$ cat config.mk
export PLATFORM = sky130hd
export DESIGN_NAME = id_ex_stage
export DESIGN_NICKNAME = d
export VERILOG_FILES = /design/src/rtl/id_ex_stage.sv
export SDC_FILE = /design/constraint.sdc
export NUM_CORES = 1
export LEC_CHECK = 0
export ABC_CLOCK_PERIOD_IN_PS = 2600
export CAP_MARGIN = 20
export CORE_UTILIZATION = 30
export CTS_BUF_LIST = sky130_fd_sc_hd__clkbuf_16
export DETAILED_ROUTE_END_ITERATION = 6
export GPL_TIMING_DRIVEN = 1
export SLEW_MARGIN = 25
export SYNTH_ARGS = -nofsm -noshare
export SYNTH_HDL_FRONTEND = slang
export SYNTH_SLANG_ARGS = --single-unit
$ cat constraint.sdc
create_clock -name clk -period 2.6 [get_ports clk]
set_input_delay 0.52 -clock clk [delete_from_list [all_inputs] [get_ports clk]]
set_output_delay 0.52 -clock clk [all_outputs]
set_load 0.03 [all_outputs]
$ cat src/rtl/id_ex_stage.sv
// ID/EX pipeline register with load-use / RAW hazard detection.
// Inserts bubbles on taken branches and on hazards, holds operand data
// across bubbles, and counts hazard bubble cycles with saturation.
module id_ex_stage #(
    parameter int DW = 16
) (
    input  logic          clk,
    input  logic          rst_n,
    input  logic          id_valid,
    input  logic [2:0]    id_src1,
    input  logic [2:0]    id_src2,
    input  logic [2:0]    id_dest,
    input  logic          id_use_src2,
    input  logic [DW-1:0] id_val1,
    input  logic [DW-1:0] id_val2,
    input  logic [DW-1:0] id_imm,
    input  logic [3:0]    id_alu_cmd,
    input  logic          id_wb_en,
    input  logic          id_mem_read,
    input  logic          id_mem_write,
    input  logic [2:0]    mem_dest,
    input  logic          mem_wb_en,
    input  logic          branch_taken,
    input  logic          forwarding_en,
    output logic          ex_valid,
    output logic          ex_wb_en,
    output logic          ex_mem_read,
    output logic          ex_mem_write,
    output logic [2:0]    ex_src1,
    output logic [2:0]    ex_src2,
    output logic [2:0]    ex_dest,
    output logic [DW-1:0] ex_val1,
    output logic [DW-1:0] ex_val2,
    output logic [DW-1:0] ex_imm,
    output logic [3:0]    ex_alu_cmd,
    output logic          hazard_stall,
    output logic [15:0]   stall_count
);

    localparam logic [2:0]  REG_ZERO = 3'd0;
    localparam logic [15:0] CNT_MAX  = 16'hFFFF;

    // A source conflicts with a producer only when the producer writes, the
    // addresses match, and the source is not r0 (r0 is never written).
    function automatic logic src_conflict(input logic [2:0] src,
                                          input logic [2:0] dst,
                                          input logic       wr);
        src_conflict = wr & (src != REG_ZERO) & (src == dst);
    endfunction

    logic          ex_valid_r;
    logic          ex_wb_en_r;
    logic          ex_mem_read_r;
    logic          ex_mem_write_r;
    logic [2:0]    ex_src1_r;
    logic [2:0]    ex_src2_r;
    logic [2:0]    ex_dest_r;
    logic [DW-1:0] ex_val1_r;
    logic [DW-1:0] ex_val2_r;
    logic [DW-1:0] ex_imm_r;
    logic [3:0]    ex_alu_cmd_r;
    logic [15:0]   stall_count_r;

    logic          ex_load_s;
    logic          ex_writer_s;
    logic          hazard_fwd_s;
    logic          hazard_nofwd_s;
    logic          hazard_s;
    logic          hazard_stall_s;

    // Hazard detection: with forwarding only a load in EX must wait; without
    // it any pending write in EX or MEM blocks the reader (WB writes first).
    always_comb begin
        ex_load_s      = ex_valid_r & ex_mem_read_r;
        ex_writer_s    = ex_valid_r & ex_wb_en_r;
        hazard_fwd_s   = 1'b0;
        hazard_nofwd_s = 1'b0;
        hazard_s       = 1'b0;
        hazard_stall_s = 1'b0;

        if (id_valid) begin
            hazard_fwd_s = src_conflict(id_src1, ex_dest_r, ex_load_s) |
                           (id_use_src2 & src_conflict(id_src2, ex_dest_r, ex_load_s));
            hazard_nofwd_s = src_conflict(id_src1, ex_dest_r, ex_writer_s) |
                             src_conflict(id_src1, mem_dest, mem_wb_en)     |
                             (id_use_src2 &
                              (src_conflict(id_src2, ex_dest_r, ex_writer_s) |
                               src_conflict(id_src2, mem_dest, mem_wb_en)));
        end else begin
            hazard_fwd_s   = 1'b0;
            hazard_nofwd_s = 1'b0;
        end

        if (forwarding_en) begin
            hazard_s = hazard_fwd_s;
        end else begin
            hazard_s = hazard_nofwd_s;
        end

        hazard_stall_s = hazard_s & ~branch_taken;
    end

    // Pipeline register: reset, then branch bubble, then hazard bubble, else
    // load ID. Bubbles clear control/addresses but keep the data fields.
    always_ff @(posedge clk) begin
        if (!rst_n) begin
            ex_valid_r     <= 1'b0;
            ex_wb_en_r     <= 1'b0;
            ex_mem_read_r  <= 1'b0;
            ex_mem_write_r <= 1'b0;
            ex_src1_r      <= REG_ZERO;
            ex_src2_r      <= REG_ZERO;
            ex_dest_r      <= REG_ZERO;
            ex_val1_r      <= {DW{1'b0}};
            ex_val2_r      <= {DW{1'b0}};
            ex_imm_r       <= {DW{1'b0}};
            ex_alu_cmd_r   <= 4'd0;
        end else if (branch_taken || hazard_s) begin
            ex_valid_r     <= 1'b0;
            ex_wb_en_r     <= 1'b0;
            ex_mem_read_r  <= 1'b0;
            ex_mem_write_r <= 1'b0;
            ex_src1_r      <= REG_ZERO;
            ex_src2_r      <= REG_ZERO;
            ex_dest_r      <= REG_ZERO;
        end else begin
            ex_valid_r     <= id_valid;
            ex_wb_en_r     <= id_valid & id_wb_en;
            ex_mem_read_r  <= id_valid & id_mem_read;
            ex_mem_write_r <= id_valid & id_mem_write;
            ex_src1_r      <= id_src1;
            ex_src2_r      <= id_src2;
            ex_dest_r      <= id_dest;
            ex_val1_r      <= id_val1;
            ex_val2_r      <= id_val2;
            ex_imm_r       <= id_imm;
            ex_alu_cmd_r   <= id_alu_cmd;
        end
    end

    // Hazard bubble counter, saturating; branch-squashed cycles are not hazards.
    always_ff @(posedge clk) begin
        if (!rst_n) begin
            stall_count_r <= 16'd0;
        end else if (hazard_stall_s && (stall_count_r != CNT_MAX)) begin
            stall_count_r <= stall_count_r + 16'd1;
        end else begin
            stall_count_r <= stall_count_r;
        end
    end

    assign ex_valid     = ex_valid_r;
    assign ex_wb_en     = ex_wb_en_r;
    assign ex_mem_read  = ex_mem_read_r;
    assign ex_mem_write = ex_mem_write_r;
    assign ex_src1      = ex_src1_r;
    assign ex_src2      = ex_src2_r;
    assign ex_dest      = ex_dest_r;
    assign ex_val1      = ex_val1_r;
    assign ex_val2      = ex_val2_r;
    assign ex_imm       = ex_imm_r;
    assign ex_alu_cmd   = ex_alu_cmd_r;
    assign hazard_stall = hazard_stall_s;
    assign stall_count  = stall_count_r;

endmodule

==> results.yml, run 1 <==
job:
  cap_violations: 0
place:
  dpl.hpwl_um: 7408
  portBuffers: 155
  preCtsSetupSlack_ps: -146.8
  dp.cells: 684
  gp_congestion: 0.8449
logic_synthesis:
  synth_top_family_by_area: "compound AO/OA/AOI/OAI gates"
  yosys.area_share.simple: 0.2045
  synth_cells: 395
  synthMuxAreaShare: 0.02096
  synthAdderAreaFrac: 0.003678
  syn-num-nets: 470
  synth_flop_cell: "dfxtp_1"
  syn_avg_cell_area_um2: 8.613
  syn_area_um2: 3402
  ys_types: 44
  yosys_register_bits: 81
  synth_edf_count: 0
  async_flop_share: 0
  yosys_warnings: 0
  synth-xor-area-share: 0.02574
  yosysSeqAreaShare: 0.4766
  synth_compound_area_frac: 0.2236
sta:
  fin_ws_ps: 85.41
  period_share: 0.9672
  post-route-min-period_ps: 2515
  fin_skew_ps: 5.386
  slew_viol_final: 0
  slew_headroom: 0.5502
  timing.fmax_ghz: 0.3977
  rsz0062_at_grt: "false"
  setup_violations: 0
  hold_violations: 0
  tightest_slew_ps: 674.7
min_path:
  min_path_type: "register to register"
  min_to: "ex_val1[3]"
  hold_start: "ex_val1[3]"
  holdPathStages: 2
power:
  p_leak_nw: 2.002
  ir_drop_mv: 0.2875
  p_per_area_nw_per_um2: 555.6
floorplanning:
  core_um2: 10940
  initial_utilization: 0.3111
  dieArea_um2: 11770
  die_h_um: 108.5
  die_w_um: 108.5
  boundaryPins: 156
  num_rows: 38
critical_path:
  critPathMaxFanout: 3
  timing.rr.end: "stall_count[12]"
  cp-start-kind: "primary input"
  path_class: "primary input to output pin"
  cp.required_ps: 2080
  r2r-start: "stall_count[0]"
  regToRegSetupSlack_ps: 450
  cp.arrival_ps: 1990
  r2r.worst_path.cells: 7
  crit_path_end_kind: "output pin"
clock_tree:
  clk_latency_ps: 330
  cts_tree: "yes"
  root_buffer: "clkbuf_16"
  postCtsSetupBuffers: 0
  cts_buffer_depth: 2
  cts_buffers: 9
  cts.sinks: 81
  clk_pin_slew_ps: 60
  hold_buffers: 0
  htree_levels: 3
global_route:
  gr-total-overflow: 0
  grt_pass1_wl_um: 16880
  grt_usage: 0.1839
  first_global_vias: 3447
  antenna_found_initial: 0
  grt_max_degree: 61
route:
  drt-pass1-iter-count: 4
  vias: 3499
  wl_per_cell_um: 15.32
  wl_um: 10720
  drc_errors: 0
  via_per_inst: 4.999
  antenna_left: 0
  drt_iter0_markers: 136
cells_and_area:
  drive_gt1_frac: 0.09821
  area_delta_synth_final_pct: 63.44
  fin_nets: 630
  layout_common_cells: "clkdlybuf4s50_1, dfxtp_1, a21oi_1"
  final_cells: 700
  final_common_cell: "clkdlybuf4s50_1"
  diodes: 0
status:
  outcome: "finished, final reports clean"
==> area by class of cell <==
cell class / instances / area, um^2
flip-flops and latches: 81 / 1622
clock buffers: 9 / 225.2
well taps: 140 / 175.2
clock inverters: 7 / 61.31
inverters: 4 / 15.01
fillers: 1041 / 5375
repair buffers: 181 / 1799
multi-input cells: 278 / 1663
==> sequential cells by signal, summed over array words and instances (netlist names) <==
register / flops
ex_dest: 3
ex_wb_en: 1
ex_src2: 3
ex_imm: 16
ex_val1: 16
stall_count: 16
ex_src1: 3
ex_alu_cmd: 4
ex_valid: 1
ex_mem_read: 1
ex_mem_write: 1
ex_val2: 16
==> power breakdown <==
group / switching [mW] / internal [mW]
registers: 0.0259 / 1.30
clock network: 0.497 / 0.732
logic: 0.278 / 0.260
total: 0.801 / 2.29
==> synthesized netlist by cell type (2+ instances only) <==
cell type  number  share of area
a21oi_1        60          0.088
and2_1         12          0.022
and3_1          3         0.0055
buf_2           8          0.012
clkbuf_1       22          0.024
dfxtp_1        81           0.48
inv_1           2         0.0022
mux2i_1         6          0.018
nand2_1        16          0.018
nand2b_1        8          0.015
nand3_1        55          0.081
nand4_1         3         0.0055
nor2_1          2         0.0022
nor2b_1         3         0.0055
nor3_1          2         0.0029
nor3b_1         2         0.0044
nor4_1          6          0.011
o21ai_0        51          0.075
o21ai_1         5         0.0074
o31ai_1         6          0.013
or3_1           7          0.013
or4_1           5          0.011
xnor2_1         4          0.010
xor2_1          6          0.015
==> metal layers <==
| layer | global-route usage | vias up | routed length (um) |
|---|---|---|---|
| li1 | - | 1739 | - |
| met1 | 0.2323 | 1637 | 4786 |
| met2 | 0.2975 | 115 | 5050 |
| met3 | 0.05485 | 8 | 782 |
| met4 | 0.06081 | 0 | 102 |
| met5 | 0 | - | 0 |
==> kinds of logic after synthesis <==
group | count (synthesis)
buffers and inverters | 36
adders and majority gates | 1
DFF | 81
and+or+nand+nor | 127
muxes | 7
xor gates and xnor gates | 10
AOI/OAI and AO/OA | 133
==> worst max-delay path, stage by stage <==
cell	delay [ps]
clkdlybuf4s50_1	500
nor2b_1	240
a2111oi_4	60
o211a_4	240
nor2_2	190
nor2_1	80
buf_4	170
==> timing repair <==
item / in CTS / in global routing
setup endpoints to repair: 1 / 1
gates cloned: 0 / 0
pin swaps: 3 / 1
gates resized for setup: 10 / 0
==> through the flow <==
stage	util	area [um^2]	TNS [ps]	hold WS [ps]	power, mW
3_3_place_gp	0.4800	5249	-2466	460.1	1.881
6_report	0.5085	5560	0	474.7	3.089
3_5_place_dp	0.4800	5249	-5066	468.2	1.887
2_1_floorplan	-	3402	0	596.0	1.596
4_1_cts	0.5085	5560	0	476.6	3.125
5_1_grt	0.5085	5560	0	501.3	3.226
==> worst max-delay path by stage <==
stage | start | end | slack (ps) | depth (start not counted)
finish | id_src1[0] | hazard_stall | 90 | 7
global route | mem_dest[0] | hazard_stall | 10 | 7
CTS | id_src1[0] | hazard_stall | 40 | 7
detailed placement | id_src2[0] | stall_count[12] | -150 | 8
global placement | id_src2[1] | stall_count[11] | -90 | 8
floorplan | ex_dest[0] | hazard_stall | 160 | 6
Power figures use the tool's default switching activity.
==> run 2, diff against run 1 <==
--- a/config.mk
+++ b/config.mk
@@ -5,7 +5,7 @@
 export SDC_FILE = /design/constraint.sdc
 export NUM_CORES = 1
 export LEC_CHECK = 0
-export ABC_CLOCK_PERIOD_IN_PS = 2600
+export ABC_CLOCK_PERIOD_IN_PS = 2850
 export CAP_MARGIN = 20
 export CORE_UTILIZATION = 30
 export CTS_BUF_LIST = sky130_fd_sc_hd__clkbuf_16
==> constraint.sdc (replaced) <==
create_clock -name clk -period 2.85 [get_ports clk]
set_input_delay 0.57 -clock clk [delete_from_list [all_inputs] [get_ports clk]]
set_output_delay 0.57 -clock clk [all_outputs]
set_load 0.03 [all_outputs]
==> run 2 against run 1 <==
  * Clock skew rose by 2.5 ps
  * Hold slack got worse by 1.5 ps
  * Critical endpoint unchanged
  * Register-to-register slack gained 30 ps
==> results.yml, run 2 (synthesis results as in run 1) <==
status:
  outcome: "finished, final reports clean"
power:
  power_mw: 2.990
  p_per_area_nw_per_um2: 543.8
  p_leak_nw: 1.981
  ir_drop_mv: 0.3289
route:
  drt_iter0_markers: 127
  wl_per_cell_um: 15.30
  vias: 3451
  via_per_inst: 5.023
  antenna_left: 0
  drt-pass1-iter-count: 4
  drc_errors: 0
  wl_um: 10510
floorplanning:
  num_rows: 38
  initial_utilization: 0.3111
  core_um2: 10940
  dieArea_um2: 11770
  die_h_um: 108.5
  die_w_um: 108.5
  boundaryPins: 156
critical_path:
  cp-start-kind: "primary input"
  regToRegSetupSlack_ps: 480
  critPathMaxFanout: 4
  cp.arrival_ps: 2170
  slowest_delay_ps: 510
  cp_slowest_cell: "clkdlybuf4s50_1"
  crit_chain: "clkdlybuf4s50_1 > o31ai_2 > nor4_2 > o211a_4 > nor2_2 > nor2_1 > buf_4"
  crit_path_end_kind: "output pin"
  path_class: "primary input to output pin"
  cp.required_ps: 2280
clock_tree:
  clk_pin_slew_ps: 60
  clk_latency_ps: 330
  htree_levels: 3
  cts_buffers: 9
  cts.sinks: 81
  root_buffer: "clkbuf_16"
  cts_tree: "yes"
  cts_buffer_depth: 2
global_route:
  grt_usage: 0.1752
  grt_pass1_wl_um: 16280
  antenna_found_initial: 0
  grt_max_degree: 61
  gr-total-overflow: 0
  first_global_vias: 3241
sta:
  fin_skew_ps: 7.881
  period_share: 0.9605
  post-route-min-period_ps: 2737
  slew_headroom: 0.4885
  slew_viol_final: 0
  tightest_slew_ps: 760.3
  hold_violations: 0
  setup_violations: 0
  rsz0062_at_grt: "false"
  fin_setup_tns_ps: 0
  timing.fmax_ghz: 0.3653
cells_and_area:
  final_common_cell: "clkdlybuf4s50_1"
  fillers: 1080
  fin_nets: 617
  layout_common_cells: "clkdlybuf4s50_1, dfxtp_1, a21oi_1"
  multi_input_area_um2: 1654
  finalInstanceArea_um2: 5499
  diodes: 0
  area_delta_synth_final_pct: 61.64
  final_cells: 687
  final_util: 0.5029
  drive_gt1_frac: 0.07678
  seq_area_um2: 1622
place:
  portBuffers: 155
  dpl_cell_area_um2: 5139
  dp.cells: 671
  gp_congestion: 0.8237
  dpl.hpwl_um: 7204
min_path:
  min_path_type: "register to register"
job:
  cap_violations: 0
==> run 2: cell types whose count changed in the layout (fill, tap and decap cells not counted), moves of 2 or more <==
cell,delta
buf_4,-11
dlygate4sd2_1,-5
clkdlybuf4s50_1,+3
clkinv_1,-3
bufinv_16,+2
clkinvlp_4,-2
dlymetal6s2s_1,+2
inv_1,+2
==> run 2: metal layers <==
metal  GRT usage  up-vias  wire length [um]
li1            -     1711                 -
met1      0.2269     1625              4801
met2      0.2844      109              4888
met3     0.04943        6               736
met4     0.04633        0                85
met5           0        -                 0
==> run 2: final cells by class <==
cell class                 instances  share of cell area
timing repair buffer             168              0.3085
multi-input combinational        278              0.3008
sequential                        81              0.2949
clock buffer                       9             0.04096
tap                              140             0.03185
clock inverter                     7             0.02025
inverter                           4            0.002730
==> run 2: critical path: cells and delay by family <==
kind	cells	cell delay [ps]
AO/OA/AOI/OAI	2	570
buffers and inverters	2	680
AND/OR/NAND/NOR	3	350
==> run 2: worst paths after layout <==
kind | start | to | cells past startpoint
worst min-delay path | ex_imm[10] | ex_imm[10] | 2
worst max register to register | stall_count[0] | stall_count[5] | 7
worst min register to register | ex_imm[10] | ex_imm[10] | 2
worst max-delay path | id_src2[0] | hazard_stall | 7
==> run 2: timing repair <==
item,4_1_cts,5_1_grt
setup buffers,0,0
setup endpoints to repair,0,1
hold endpoints to repair,0,0
hold buffers,0,0
gates resized for setup,0,5
==> run 2: where the power goes <==
group | switching, mW | total, mW | internal (mW)
Clock | 0.456 | 1.31 | 0.850
Combinational | 0.250 | 0.479 | 0.229
Sequential | 0.0232 | 1.21 | 1.18
Total | 0.729 | 2.99 | 2.26
==> run 2: metrics by stage <==
step                setup WS, ps  hold slack, ps
floorplan                  331.7           596.0
finish                     112.6           473.2
global route               8.632           497.3
detailed placement         4.363           466.6
global placement           66.43           460.7
CTS                        25.41           475.0
==> run 3, diff against run 2 <==
==> config.mk (replaced) <==
export PLATFORM = sky130hd
export DESIGN_NAME = id_ex_stage
export DESIGN_NICKNAME = d
export VERILOG_FILES = /design/src/rtl/id_ex_stage.sv
export SDC_FILE = /design/constraint.sdc
export NUM_CORES = 1
export LEC_CHECK = 0
export ABC_CLOCK_PERIOD_IN_PS = 2800
export CAP_MARGIN = 20
export CORE_UTILIZATION = 30
export DETAILED_ROUTE_END_ITERATION = 6
export GPL_TIMING_DRIVEN = 1
export SLEW_MARGIN = 25
export SYNTH_ARGS = -nofsm -noshare
export SYNTH_HDL_FRONTEND = slang
export SYNTH_SLANG_ARGS = --single-unit
export TNS_END_PERCENT = 5
==> constraint.sdc (replaced) <==
create_clock -name clk -period 2.8 [get_ports clk]
set_input_delay 0.56 -clock clk [delete_from_list [all_inputs] [get_ports clk]]
set_output_delay 0.56 -clock clk [all_outputs]
set_load 0.03 [all_outputs]
==> run 3 against run 2 <==
  * Hold slack worse by 1.9 ps
  * Clock-buffer cell count is 1 higher
  * Total power is 4.3% lower
  * Final area is 0.25% lower
  * Largest cell class unchanged
  * Worst setup slack worse by 85 ps
  * Highest routed layer unchanged
  * Sequential power hardly changed
  * Critical path type unchanged
  * Critical path depth stayed put
==> results.yml, run 3 (synthesis results as in run 1) <==
place:
  dpl_cell_area_um2: 5166
  dpl.hpwl_um: 7218
  dp.cells: 673
  portBuffers: 155
  gp_congestion: 0.8563
critical_path:
  regToRegSetupSlack_ps: 470
  cp_slowest_cell: "clkdlybuf4s50_1"
  crit_chain: "clkdlybuf4s50_1 > xor2_1 > nor4_2 > o211a_4 > nor2_4 > nor2_1 > buf_4"
  crit_path_end_kind: "output pin"
  cp.arrival_ps: 2210
  slowest_delay_ps: 520
  cp-start-kind: "primary input"
  path_class: "primary input to output pin"
  critPathMaxFanout: 4
  cp.required_ps: 2240
power:
  p_switching_uw: 721.6
  switching_share: 0.2522
  comb_power_share: 0.172
  p_per_area_nw_per_um2: 521.7
  intPower_mw: 2.140
  pwr-share-seq: 0.429
  p_leak_nw: 1.961
  p_clk_frac: 0.399
  ir_drop_mv: 0.2841
global_route:
  grt_max_degree: 61
  gr-total-overflow: 0
  first_global_vias: 3239
  grt_pass1_wl_um: 15840
  antenna_found_initial: 0
  grt_usage: 0.1704
route:
  drt-pass1-iter-count: 6
  wl_per_cell_um: 15.17
  vias: 3480
  drc_errors: 0
  antenna_left: 0
  drt_iter0_markers: 149
  via_per_inst: 5.066
  wl_um: 10420
sta:
  timing.fmax_ghz: 0.3607
  slew_headroom: 0.5496
  tightest_slew_ps: 675.7
  hold_violations: 0
  period_share: 0.9902
  fin_skew_ps: 7.591
  setup_violations: 0
  slew_viol_final: 0
  post-route-min-period_ps: 2773
floorplanning:
  boundaryPins: 156
  die_w_um: 108.5
  initial_utilization: 0.3111
  die_h_um: 108.5
  dieArea_um2: 11770
  num_rows: 38
  core_um2: 10940
clock_tree:
  root_buffer: "clkbuf_16"
  clk_latency_ps: 320
  cts_buffers: 9
  htree_levels: 3
  cts_tree: "yes"
  cts_buffer_depth: 2
  hold_buffers: 0
  clk_pin_slew_ps: 60
  cts.sinks: 81
cells_and_area:
  area_delta_synth_final_pct: 61.24
  finalInstanceArea_um2: 5485
  diodes: 0
  drive_gt1_frac: 0.08227
  seq_area_um2: 1622
  final_common_cell: "clkdlybuf4s50_1"
  fin_nets: 619
  multi_input_area_um2: 1668
  final_cells: 687
  layout_common_cells: "clkdlybuf4s50_1, dfxtp_1, a21oi_1"
  fillers: 1070
status:
  outcome: "finished, final reports clean"
job:
  cap_violations: 0
min_path:
  min_path_type: "register to register"
-- run 3: routing by layer --
layer	vias to the layer above	part of all wire	wire (um)	GRT usage
li1	1710	-	-	-
met1	1632	0.45	4703	0.2186
met3	8	0.072	747	0.04099
met5	-	0	0	0
met4	0	0.011	119	0.05985
met2	130	0.47	4850	0.2776
-- run 3: area by class of cell --
class | count | area share
clock buffers | 10 | 0.04357
clock inverters | 4 | 0.008212
inverters | 4 | 0.002737
multi-input cells | 278 | 0.3041
flip-flops and latches | 81 | 0.2956
well taps | 140 | 0.03193
repair buffers | 170 | 0.3139
-- run 3: critical path: cells and delay by family --
kind / cells / cell delay [ps]
xor gates and xnor gates: 1 / 210
buffers and inverters: 2 / 700
AOI/OAI and AO/OA: 1 / 210
and+or+nand+nor: 3 / 530
-- run 3: timing repair --
action,CTS,global route
resized for setup,1,5
buffers inserted,0,0
setup endpoints to repair,1,1
-- run 3: per-stage QoR --
stage,hold WS (ps),setup slack [ps],util,power [mW],TNS [ps]
floorplan,596.0,301.7,-,1.482,0
global placement,459.7,43.30,0.4724,1.738,0
detailed placement,466.9,-15.70,0.4724,1.742,-27.53
CTS,475.0,10.62,0.4989,2.892,0
global route,500.4,-17.52,0.5016,2.975,-17.52
finish,471.3,27.42,0.5016,2.862,0
-- run 3: worst paths after layout --
path	startpoint	to	cells after the start
setup / recovery	id_src2[1]	hazard_stall	7
hold / removal	ex_imm[5]	ex_imm[5]	2
setup reg to reg	stall_count[0]	stall_count[4]	7
hold reg to reg	ex_imm[5]	ex_imm[5]	2
-- run 3: power groups by stage --
stage / combinational, mW / clock (mW) / sequential (mW)
2_1_floorplan: 0.131 / 0 / 1.35
3_3_place_gp: 0.487 / 0 / 1.25
3_5_place_dp: 0.489 / 0 / 1.25
4_1_cts: 0.492 / 1.17 / 1.23
5_1_grt: 0.526 / 1.22 / 1.23
6_report: 0.493 / 1.14 / 1.23
